===== config.mk =====
export PLATFORM = sky130hd
export DESIGN_NAME = button_match_round
export DESIGN_NICKNAME = d
export VERILOG_FILES = /design/src/rtl/button_match_round.sv
export SDC_FILE = /design/constraint.sdc
export NUM_CORES = 1
export LEC_CHECK = 0
export CORE_MARGIN = 2
export CORE_UTILIZATION = 62
export CTS_CLUSTER_DIAMETER = 120
export DETAILED_ROUTE_END_ITERATION = 10
export GPL_TIMING_DRIVEN = 0
export MAX_ROUTING_LAYER = met4
export PLACE_DENSITY_LB_ADDON = 0.2
export RECOVER_POWER = 25
export REMOVE_ABC_BUFFERS = 1
export SYNTH_ARGS = -nofsm -noshare
export SYNTH_HDL_FRONTEND = slang
export SYNTH_SLANG_ARGS = --single-unit
export TNS_END_PERCENT = 1

===== constraint.sdc =====
create_clock -name clock -period 3.45 [get_ports clock]
set_input_delay 0.345 -clock clock [delete_from_list [all_inputs] [get_ports clock]]
set_output_delay 0.345 -clock clock [all_outputs]
set_load 0.01 [all_outputs]

===== src/rtl/button_match_round.sv =====
// Round controller for the button-match minigame: LFSR target draw, response timer, hit/miss judging, score.
// Define BMR_SPEEDUP_EN to shrink the response window by 1/8 after every hit (floored at MIN_TIMEOUT).
module button_match_round #(
    parameter int          NUM_BUTTONS    = 4,
    parameter int          TIMEOUT_CYCLES = 50_000_000,
    parameter int          MIN_TIMEOUT    = 5_000_000,
    parameter int          ROUNDS         = 10,
    parameter int          SCORE_W        = 8,
    parameter logic [15:0] SEED           = 16'h1C7F
) (
    input  logic                           clock,
    input  logic                           resetn,
    input  logic                           start,
    input  logic [NUM_BUTTONS-1:0]         buttons,
    output logic [$clog2(NUM_BUTTONS)-1:0] target,
    output logic                           target_valid,
    output logic                           hit,
    output logic                           miss,
    output logic                           timed_out,
    output logic [SCORE_W-1:0]             score,
    output logic [7:0]                     round_cnt,
    output logic                           game_over
);

    localparam int          TW       = $clog2(NUM_BUTTONS);
    localparam int          CW       = $clog2(TIMEOUT_CYCLES + 1);
    localparam logic [CW-1:0] WIN_INIT = CW'(TIMEOUT_CYCLES);
    localparam logic [CW-1:0] MIN_C    = CW'(MIN_TIMEOUT);
    localparam logic [15:0] SEED_EFF = (SEED == 16'h0000) ? 16'h0001 : SEED;
    localparam logic [7:0]  ROUNDS_C = 8'(ROUNDS);

    typedef enum logic [2:0] {
        S_IDLE,
        S_ARM,
        S_WAIT,
        S_HIT,
        S_MISS,
        S_DONE
    } state_t;

    state_t                 state;
    logic [15:0]            lfsr;
    logic [NUM_BUTTONS-1:0] buttons_q;
    logic [NUM_BUTTONS-1:0] press_p1;
    logic                   has_prev;
    logic [CW-1:0]          window;
    logic [CW-1:0]          timer;
    logic [TW-1:0]          next_tgt;
    logic [NUM_BUTTONS-1:0] tgt_onehot;

    function automatic logic [15:0] lfsr_step(input logic [15:0] v);
        return v[0] ? ((v >> 1) ^ 16'hB400) : (v >> 1);
    endfunction

    function automatic logic [SCORE_W-1:0] sat_inc(input logic [SCORE_W-1:0] v);
        return (&v) ? v : v + SCORE_W'(1);
    endfunction

    function automatic logic [CW-1:0] shrink_window(input logic [CW-1:0] w);
        logic [CW-1:0] n;
        n = w - (w >> 3);
        return (n < MIN_C) ? MIN_C : n;
    endfunction

    // A draw equal to the previous target is bumped by one so rounds never repeat a button.
    function automatic logic [TW-1:0] pick_target(input logic [TW-1:0] raw,
                                                  input logic [TW-1:0] prev,
                                                  input logic          valid_prev);
        return (valid_prev && raw == prev) ? raw + TW'(1) : raw;
    endfunction

    always_comb begin
        next_tgt   = pick_target(lfsr[TW-1:0], target, has_prev);
        tgt_onehot = NUM_BUTTONS'(1) << target;
    end

    always_ff @(posedge clock or negedge resetn) begin
        if (!resetn) begin
            state        <= S_IDLE;
            lfsr         <= SEED_EFF;
            buttons_q    <= '0;
            press_p1     <= '0;
            has_prev     <= 1'b0;
            window       <= WIN_INIT;
            timer        <= '0;
            target       <= '0;
            target_valid <= 1'b0;
            hit          <= 1'b0;
            miss         <= 1'b0;
            timed_out    <= 1'b0;
            score        <= '0;
            round_cnt    <= '0;
            game_over    <= 1'b0;
        end else begin
            lfsr      <= lfsr_step(lfsr);
            buttons_q <= buttons;
            // stage p1: rising edges registered one cycle after the button changes
            press_p1  <= buttons & ~buttons_q;
            hit       <= 1'b0;
            miss      <= 1'b0;
            timed_out <= 1'b0;
            case (state)
                S_IDLE: begin
                    score     <= '0;
                    round_cnt <= '0;
                    window    <= WIN_INIT;
                    if (start) state <= S_ARM;
                end
                S_ARM: begin
                    if (buttons == '0) begin
                        target       <= next_tgt;
                        has_prev     <= 1'b1;
                        timer        <= window - CW'(1);
                        target_valid <= 1'b1;
                        state        <= S_WAIT;
                    end
                end
                S_WAIT: begin
                    if (press_p1 != '0) begin
                        target_valid <= 1'b0;
                        round_cnt    <= round_cnt + 8'd1;
                        if (press_p1 == tgt_onehot) begin
                            state <= S_HIT;
                            hit   <= 1'b1;
                            score <= sat_inc(score);
`ifdef BMR_SPEEDUP_EN
                            window <= shrink_window(window);
`else
                            window <= window;
`endif
                        end else begin
                            state <= S_MISS;
                            miss  <= 1'b1;
                        end
                    end else if (timer == '0) begin
                        target_valid <= 1'b0;
                        round_cnt    <= round_cnt + 8'd1;
                        state        <= S_MISS;
                        miss         <= 1'b1;
                        timed_out    <= 1'b1;
                    end else begin
                        timer <= timer - CW'(1);
                    end
                end
                S_HIT, S_MISS: begin
                    if (round_cnt == ROUNDS_C) begin
                        state     <= S_DONE;
                        game_over <= 1'b1;
                    end else begin
                        state <= S_ARM;
                    end
                end
                S_DONE: begin
                    if (start) begin
                        state     <= S_ARM;
                        game_over <= 1'b0;
                        score     <= '0;
                        round_cnt <= '0;
                        window    <= WIN_INIT;
                    end
                end
                default: state <= S_IDLE;
            endcase
        end
    end

endmodule


After elaboration in Yosys (flattened, before gate mapping)
Index checks and enable logic that the tools add are counted.

Add/subtract/negate cells: 5. Multipliers: 0. Div/mod/pow operators: 0. Magnitude comparators: 0. Equal/unequal tests: 18. Shift-type cells: 1. Mux-type cells: 39. Bitwise operators: 3. Reductions and logical operators: 20.

Operator list (count): $mux 26 (4); $pmux 26 s2 (2); $sub 26x1->26 const B (2); $mux 8 (6); $pmux 8 s3 (2); $logic_not 26->1 (1); $mux 3 (6); $add 8x1->8 const B (2); $mux 16 (1); $ne 2x2->1 const B (8); $mux 1 (14); $pmux 3 s4 (1); $reduce_and 3->1 (4); $eq 8x4->1 const B (1); $reduce_and 8->1 (1); $eq 3x2->1 const B (2); $eq 3x3->1 const B (2); $reduce_bool 2->1 (3); $reduce_and 5->1 (1); $and 4x4->4 (1); $eq 4x4->1 (1); $logic_not 4->1 (1); $not 3->4 (1); $not 4->4 (1); 15 further kinds (18).

Bits in registers: 103. Latch bits: 0. Bits in writable memories: 0. Bits in read-only memories: 0. Input bits: 7. Output and inout bits: 23. Logic and storage cells: 101. Memories: 0.

Logic depth before layout (Yosys ltp)
Gate-level depths: netlist of run 1.

Depth in word-level cells: 5. Gate-level depth with buffers: 8. Mapped depth without buffers: 6.

Worst setup path after synthesis of run 1
Ideal clock, no wire load.

Kind: register to register. Start point: reg timer[22]. End point: reg state[2]. Setup time: 125 ps. Data arrival time: 2234 ps. Required time: 3325 ps. Setup slack: 1091 ps. Stages on the path, launching flop included: 7. Path buffers: 1. Period minus slack after synthesis: 2359 ps. Path through: dfrtp_1 or4_4 or4_1 buf_2 o31ai_4 o21ai_2 mux2_4.

Longest elaborated chain between the ends: 3.

RTL lines: start: declaration (RTL line 47) `logic [CW-1:0] timer;`; start signal: assignment (RTL line 113) `timer <= window - CW'(1);`; start signal: assignment (RTL line 142) `timer <= timer - CW'(1);`; $logic_not 26->1 (RTL line 135) `end else if (timer == '0) begin`; $ne 3x3->1 (no line); $reduce_and 3->1 (no line); end signal: assignment (RTL line 132) `state <= S_MISS;`; end signal: assignment (RTL line 138) `state <= S_MISS;`; end signal: assignment (RTL line 147) `state <= S_DONE;`; end: declaration (RTL line 41) `state_t state;`.

Every way passes these cells. A chain may end at the register's enable or synchronous reset.

Final worst setup path of run 1
Start point: reg state[2]. End point: reg timer[21].

Longest elaborated chain between the ends: 3. Elaborated cells on any way between the ends: 8. Those cells by class: 5 x eq/ne; 1 x mux; 2 x reduce/logical.

RTL lines: start signal: assignment (RTL line 79) `state <= S_IDLE;`; start signal: assignment (RTL line 107) `if (start) state <= S_ARM;`; start signal: assignment (RTL line 115) `state <= S_WAIT;`; $eq 3x2->1 / $eq 3x1->1 (equally long branches) (RTL line 102) `case (state)`; $ne 2x2->1 (no line) / $reduce_bool 2->1 (equally long branches); $reduce_and 4->1 (no line).

Several ways; a longest one is shown, not always the timed one.

==> impl_metrics.tcl, run 1 <==
set metrics [dict create \
    wirelength_mm 7.71 \
    groute.usage.overall_pct 26.1 \
    ys_warn_count 0 \
    clk_pin_slew_ps 80 \
    synth_edf_count 0 \
    area_growth_pct 15.5 \
    clock_path_buffers 2 \
    grt_pass1_vias 2743 \
    r2r_cells 6 \
    route.vias.total 3028 \
    hpwl_mm 5.00 \
    synth_top_area_cell "dfrtp_1" \
    cts_root_buf "clkbuf_8" \
    reg2reg_from "state[2]" \
    startpoint "state[2]" \
    worst_pin_slew_ps 1540 \
    synth-main-ff-cell "dfrtp_1" \
    place_congestion 0.853 \
    cp_data_required_time_ps 3680 \
    clkLatencyLatePin_ps 360 \
    crit_path_end "timer[21]" \
    holdBufCountCts 1 \
    min_period_over_period_pct 88.0 \
    n_fill_cell 431 \
    post-route-drc-count 0 \
    cts.repair.resized 0 \
    final_antenna_net_count 0 \
    post_cts_buffers 0 \
    r2r-end "timer[21]" \
    port_buffers 29 \
    start_kind "flop" \
    cts_buffers 9 \
    crit_arrival_ps 3270 \
    synth-seq-cells 77 \
    numClockSinks 77 \
    hold_class "flop to flop" \
    drt_iter0_drc 259 \
    ios 30 \
    placementRows 28 \
    cpPeakStageDelay_ps 640 \
    avgSynthCellArea_um2 10.5 \
    critical_path_depth 6 \
    final_cell_mix "67 x dfrtp_1, 25 x nand2_1, 24 x clkdlybuf4s50_1, 22 x o21ai_0, 18 x nand3_1" \
    h-tree-depth 3 \
    grt_pass1_wl_mm 12.8 \
    dr.pass1.iters 6 \
    final_nets 386 \
    diodes 0 \
    rsz0062_at_grt "false" \
    die_w_um 81.0 \
    drive_gt1_share_pct 12.4 \
    cp_cell_sequence "nor3b_2 > buf_6 > nand4_1 > a311o_1 > o31ai_1 > or3b_2" \
    fin_util_pct 72.9 \
    synth_top_area_share_pct 45.7 \
    netlist_instances 350 \
    worst-path-buf-inv 1 \
    cp_top_family "simple AND/OR/NAND/NOR gates" \
    cap_violations 1 \
    p_leak_nw 1.63 \
    die_h_um 81.0 \
    critPathMaxFanout 18 \
    p_per_area_nw_per_um2 458 \
    maxSlewViolCount 65 \
    fin_skew_ps 6.77 \
    synth_seq_area_share_pct 52.8 \
    hold_viol_final 0 \
    synthTopCellsByArea "dfrtp_1 46%, dfstp_2 7.2%, o21ai_0 3.0%" \
    grt-ovfl-total 0 \
    failed_checks "capacitance limit, slew limit" \
    grt_max_degree 65 \
    r2r_slack_ps 410 \
    core-area_um2 5820 \
    avgViaCountPerCell 6.65 \
    syn-cell-area_um2 3670 \
    ir_drop_uv 367 \
    dieArea_um2 6550 \
    critPathKind "flop to flop" \
    cts_tree "done" \
    holdCritStartpoint "lfsr[15]" \
    min_period_ps 3040 \
    status "finished, violations left" \
    finalSetupViolations 0 \
    antenna_found_initial 0 \
    max_freq_mhz 329 \
    cpMaxStageDelayCell "nor3b_2" \
    wl_per_cell_um 16.9 \
    final_common_cell "dfrtp_1" \
    setup_tns_ps 0 \
    start_util_pct 63.1 \
    slew_headroom_pct -2.42 \
    synthArstFlopShare_pct 100 \
    endpoint_kind "flop" \
    synth.distinct_cells 61 \
]
-- how the worst min path moves through the flow --
| stage | slack (ps) | cells past startpoint | endpoint |
|---|---|---|---|
| after CTS | 360 | 0 | lfsr[6] |
| final | 350 | 0 | lfsr[14] |
| after floorplan | 50 | 0 | buttons_q[0] |
| after global routing | 360 | 0 | lfsr[11] |
| after global placement | 340 | 0 | lfsr[7] |
| after detailed placement | 210 | 1 | score[3] |
-- routing by layer --
metal	GRT usage (%)	part of all wire, %
met3	4.11	5.7
met1	34.3	44
met5	-	0
met4	11.4	1.7
met2	40.4	49
-- through the flow --
stage	hold WS [ps]	setup WS [ps]	std cells	total power [mW]	instance area (um^2)
global route	362	172	455	2.01	4240
detailed placement	215	489	438	1.18	4030
CTS	357	450	455	1.96	4270
floorplan	49.4	190	332	1.08	3600
finish	349	413	455	1.94	4240
global placement	337	-626	436	1.17	3990
-- cell usage after synthesis (4+ instances only) --
| cell type | n |
|---|---|
| a21o_1 | 5 |
| a21oi_1 | 8 |
| a31oi_1 | 7 |
| and3_1 | 4 |
| clkbuf_1 | 15 |
| dfrtp_1 | 67 |
| dfstp_2 | 10 |
| ha_1 | 4 |
| inv_1 | 6 |
| nand2_1 | 25 |
| nand3_1 | 18 |
| nand4_1 | 7 |
| nor2_1 | 12 |
| nor2b_1 | 4 |
| nor3_1 | 13 |
| nor3b_1 | 5 |
| nor4_1 | 8 |
| o211ai_1 | 7 |
| o21ai_0 | 22 |
| o31ai_1 | 13 |
| or2_2 | 6 |
| or3_1 | 7 |
| or4_1 | 13 |
| xor2_1 | 5 |
-- worst register-to-register path: cells and delay by family, from the launching register on --
| family | cells | cell delay (ps) |
|---|---|---|
| AOI/OAI and AO/OA | 2 | 910 |
| buffers and inverters | 1 | 230 |
| DFF | 1 | 540 |
| and+or+nand+nor | 3 | 1230 |
-- flip-flops by register name (all words and copies together), names as in the netlist, 2 cells and up --
| name | cells |
|---|---|
| score | 8 |
| round_cnt | 8 |
| lfsr | 16 |
| buttons_q | 4 |
| state | 3 |
| press_p1 | 4 |
| target | 2 |
| timer | 26 |
-- cells by family (layout without fill, tap and decap cells) --
kind of cell / Yosys count / count (layout) / synth area share (%)
buffers and inverters: 24 / 54 / 2.56
flip-flops: 77 / 77 / 52.8
XOR/XNOR: 8 / 8 / 1.91
AND/OR/NAND/NOR: 142 / 142 / 22.5
AO/OA/AOI/OAI: 92 / 92 / 17.9
multiplexers: 3 / 3 / 0.954
adder cells (fa/ha/maj): 4 / 4 / 1.36
-- final cells by class --
cell class,instances,area [um^2],share of cell area (%)
Clock buffer,10,138,3.24
Clock inverter,6,93.8,2.21
Inverter,6,22.5,0.531
Multi-Input combinational cell,249,1640,38.8
Sequential cell,77,1940,45.7
Tap cell,75,93.8,2.21
Timing Repair Buffer,32,310,7.32
-- power breakdown --
part           switching [mW]  internal (mW)
registers              0.0482          0.944
logic                  0.0865         0.0793
clock network           0.351          0.432
total                   0.486           1.46
(Power assumes the default switching activity.)
==> run 2, diff against run 1 <==
Settings changed: CORE_MARGIN 2 to 8.
==> run 2 against run 1 <==
- the run now ends clean
- routed wire length down 1.5%
- die area up 32%
- worst hold slack better by 9.6 ps
- sequential power about the same
- worst setup slack better by 50 ps
- clock power down 17%
- power down 6.5%
- clock-buffer cell count down 1
- non-clock buffer count unchanged
- sequential cell count unchanged
- highest routed layer unchanged
==> impl_metrics.tcl, run 2 (synthesized netlist as in run 1, its figures left out) <==
set metrics [dict create \
    cp_data_required_time_ps 3670 \
    cap_violations 0 \
    port_buffers 29 \
    p_per_area_nw_per_um2 430 \
    setup_ws_ps 463 \
    power_mw 1.81 \
    groute.usage.overall_pct 19.0 \
    final_common_cell "dfrtp_1" \
    avgViaCountPerCell 6.52 \
    grt_pass1_vias 2847 \
    hold_class "flop to flop" \
    cts.repair.resized 0 \
    post-route-drc-count 0 \
    endpoint_kind "flop" \
    drive_gt1_share_pct 12.4 \
    status "finished, final reports clean" \
    hold_ws_ps 358 \
    clk_pin_slew_ps 90 \
    start_util_pct 63.1 \
    crit_arrival_ps 3210 \
    top_regs "timer: 26 flops, lfsr: 16 flops" \
    hold_viol_final 0 \
    max_freq_mhz 335 \
    post_cts_buffers 0 \
    clkLatencyLatePin_ps 340 \
    min_period_ps 2990 \
    placementRows 28 \
    largest_reg_flops 26 \
    top_register "timer" \
    critPathMaxFanout 18 \
    dr.pass1.iters 4 \
    core-area_um2 5820 \
    final_nets 386 \
    p_leak_nw 1.62 \
    final_antenna_net_count 0 \
    maxSlewViolCount 0 \
    wirelength_mm 7.59 \
    grt_pass1_wl_mm 13.1 \
    area_growth_pct 15.0 \
    wl_per_cell_um 16.7 \
    place_congestion 0.853 \
    h-tree-depth 3 \
    rsz0062_at_grt "false" \
    finalSetupViolations 0 \
    hpwl_mm 5.11 \
    cts_tree "done" \
    final_cell_mix "67 x dfrtp_1, 25 x nand2_1, 24 x clkdlybuf4s50_1, 22 x o21ai_0, 18 x nand3_1" \
    worst_pin_slew_ps 1420 \
    grt_max_degree 55 \
    start_kind "flop" \
    die_w_um 93.0 \
    clock_path_buffers 2 \
    slew_headroom_pct 5.19 \
    dieArea_um2 8640 \
    cts_root_buf "clkbuf_8" \
    min_period_over_period_pct 86.6 \
    drt_iter0_drc 179 \
    cts_buffers 9 \
    grt-ovfl-total 0 \
    ir_drop_uv 459 \
    ios 30 \
    diodes 0 \
    antenna_found_initial 0 \
    critPathKind "flop to flop" \
    fin_skew_ps 4.28 \
    route.vias.total 2967 \
    pre_cts_slack_ps 507 \
    die_h_um 93.0 \
    numClockSinks 77 \
]
-- run 2: worst paths after layout --
kind	startpoint	to	slack [ps]	cells past startpoint
worst max-delay path	timer[16]	timer[21]	460	5
worst min-delay path	lfsr[8]	lfsr[7]	360	0
worst max register to register	timer[16]	timer[21]	460	5
worst min register to register	lfsr[8]	lfsr[7]	360	0
max in group asynchronous	resetn	lfsr[10]	1660	3
min in group asynchronous	resetn	score[3]	860	2
-- run 2: power by group --
| group | switching, mW | internal [mW] | leakage (nW) |
|---|---|---|---|
| Sequential | 0.0494 | 0.944 | 0.911 |
| Combinational | 0.0881 | 0.0822 | 0.612 |
| Clock | 0.370 | 0.280 | 0.0995 |
-- run 2: stage by stage --
stage                     instances  instance area, um^2  util [%]  setup TNS, ps
after global routing            455                 4220      72.6              0
after global placement          436                 3990      68.5         -47350
after detailed placement        438                 4030      69.2              0
after floorplan                 332                 3600         -              0
after CTS                       455                 4230      72.7              0
final                           455                 4220      72.6              0
-- run 2: per-layer routing --
| metal | wire [um] | track usage (%) | up-vias |
|---|---|---|---|
| met5 | 0 | - | - |
| met4 | 87 | 8.32 | 0 |
| met3 | 445 | 4.37 | 8 |
| met2 | 3720 | 29.1 | 91 |
| met1 | 3340 | 23.6 | 1475 |
| li1 | - | - | 1393 |
-- run 2: what timing repair did --
action / in CTS / in global routing
hold buffers: 1 / 0
setup endpoints to repair: 0 / 0
endpoints found under the hold margin: 23 / 0
-- run 2: layout make-up --
class | instances | area (um^2)
flip-flops and latches | 77 | 1940
fillers | 436 | 1590
repair buffers | 32 | 333
multi-input cells | 249 | 1640
clock inverters | 7 | 65.1
well taps | 75 | 93.8
clock buffers | 9 | 124
inverters | 6 | 22.5
-- run 2: critical path: stages (launching register included) --
cell	delay [ps]
dfrtp_1	410
or4_1	710
nor4_2	490
a311o_1	700
nor4_1	90
or3b_2	460
==> run 3, diff against run 2 <==
Settings changed: CORE_UTILIZATION 62 to 35, SLEW_MARGIN set to 20.
==> run 3 against run 2 <==
- the flow now finishes with violations (capacitance limit, slew limit)
- largest power group unchanged
- critical path type unchanged
- sequential share of layout area down 0.92 points
- largest cell class unchanged
- utilization shrank 31 points
- final cell count is 13% higher
- design area increased by 2.0%
- routed wire length increased by 8.4%
- clock-buffer cell count did not move
- clock skew is 4.2 ps higher
==> impl_metrics.tcl, run 3 (synthesized netlist as in run 1, its figures left out) <==
set metrics [dict create \
    status "finished, violations left" \
    failed_checks "capacitance limit, slew limit" \
    clk_pin_slew_ps 90 \
    p_comb_share_pct 9.3 \
    dr.pass1.iters 4 \
    area_growth_pct 17.3 \
    worst_pin_slew_ps 1570 \
    seqPwrFrac_pct 54.4 \
    slew_headroom_pct -4.88 \
    diodes 0 \
    cts_tree "done" \
    drive_gt1_share_pct 12.9 \
    placementRows 37 \
    core-area_um2 10300 \
    hold_ws_ps 360 \
    power.switching_mw 0.521 \
    clkLatencyLatePin_ps 350 \
    h-tree-depth 3 \
    ir_drop_uv 213 \
    final_antenna_net_count 0 \
    switching_share_pct 28.5 \
    finalSetupViolations 0 \
    critPathMaxFanout 18 \
    endpoint_kind "flop" \
    wirelength_mm 8.23 \
    crit_arrival_ps 3310 \
    p_leak_nw 1.62 \
    cts_root_buf "clkbuf_8" \
    cap_violations 1 \
    final_nets 386 \
    min_period_over_period_pct 89.5 \
    setup_ws_ps 363 \
    min_period_ps 3090 \
    grt_pass1_wl_mm 13.8 \
    post_cts_buffers 0 \
    route.vias.total 2884 \
    grt_max_degree 53 \
    post-route-drc-count 0 \
    fin_skew_ps 8.51 \
    intPower_mw 1.30 \
    p_clk_share_pct 36.3 \
    drt_iter0_drc 164 \
    final_common_cell "dfrtp_1" \
    groute.usage.overall_pct 12.3 \
    rsz0062_at_grt "false" \
    p_per_area_nw_per_um2 424 \
    setup_tns_ps 0 \
    pre_cts_slack_ps 415 \
    hold_class "flop to flop" \
    wl_per_cell_um 15.9 \
    critPathKind "flop to flop" \
    hold_viol_final 0 \
    hpwl_mm 5.51 \
    die_h_um 118 \
    ios 30 \
    maxSlewViolCount 26 \
    port_buffers 29 \
    place_congestion 0.772 \
    start_util_pct 35.7 \
    cts_buffers 9 \
    antenna_found_initial 0 \
    die_w_um 118 \
    top_regs "timer: 26 flops, lfsr: 16 flops" \
    start_kind "flop" \
    cp_data_required_time_ps 3680 \
    dieArea_um2 14000 \
    numClockSinks 77 \
    max_freq_mhz 324 \
    avgViaCountPerCell 5.59 \
    grt_pass1_vias 2729 \
    grt-ovfl-total 0 \
    clock_path_buffers 2 \
    final_cell_mix "67 x dfrtp_1, 25 x nand2_1, 24 x clkdlybuf4s50_1, 22 x o21ai_0, 18 x nand3_1" \
    top_register "timer" \
    largest_reg_flops 26 \
]
run 3: changes by cell type in the layout (fill, tap and decap cells not counted), sizes merged:
cell      change
clkinv        -2
clkinvlp      +2
run 3: per-layer routing:
metal  part of all wire [%]  vias to the layer above  wire (um)  global-route usage [%]
li1                       -                     1396          -                       -
met1                     48                     1425       3980                    15.6
met2                     47                       61       3840                    18.5
met3                    4.5                        2        373                    4.00
met4                   0.44                        0         36                    3.16
met5                      0                        -          0                       -
run 3: final cells by class:
class,count,area [um^2]
Sequential cell,77,1940
Inverter,6,22.5
Timing Repair Buffer,32,333
Clock buffer,9,124
Clock inverter,7,63.8
Fill cell,1003,5970
Multi-Input combinational cell,249,1660
Tap cell,136,170
run 3: worst paths after layout:
| path | cells past startpoint | slack (ps) | endpoint | from |
|---|---|---|---|---|
| max in group asynchronous | 3 | 1540 | lfsr[0] | resetn |
| min in group asynchronous | 2 | 920 | round_cnt[6] | resetn |
| hold / removal | 0 | 360 | lfsr[2] | lfsr[3] |
| setup reg to reg | 6 | 360 | timer[21] | state[2] |
| setup / recovery | 6 | 360 | timer[21] | state[2] |
| hold reg to reg | 0 | 360 | lfsr[2] | lfsr[3] |
run 3: critical path, cell delays in order (launching register included):
cell	delay [ps]
dfrtp_1	550
nor3b_2	680
buf_6	240
nand4_1	130
a311o_1	590
o31ai_1	300
or3b_2	460
run 3: metrics by stage:
stage / std cells / util [%] / total power [mW] / instance area (um^2)
2_1_floorplan: 332 / - / 1.08 / 3600
3_3_place_gp: 497 / 39.5 / 1.18 / 4060
3_5_place_dp: 499 / 40.0 / 1.18 / 4110
4_1_cts: 516 / 42.0 / 1.85 / 4310
5_1_grt: 516 / 41.9 / 1.91 / 4310
6_report: 516 / 41.9 / 1.83 / 4310
run 3: what timing repair did:
| action | in CTS | in global routing |
|---|---|---|
| endpoints found under the hold margin | 25 | 0 |
| resized for setup | 0 | 0 |
| endpoints found under the setup margin | 0 | 0 |
| hold buffers | 1 | 0 |
run 3: power by group through the flow:
stage	Clock, mW	Combinational, mW	Sequential (mW)
floorplan	0	0.0713	1.01
detailed placement	0	0.174	1.01
global placement	0	0.167	1.01
CTS	0.686	0.175	0.993
finish	0.662	0.170	0.993
global route	0.721	0.191	1.00
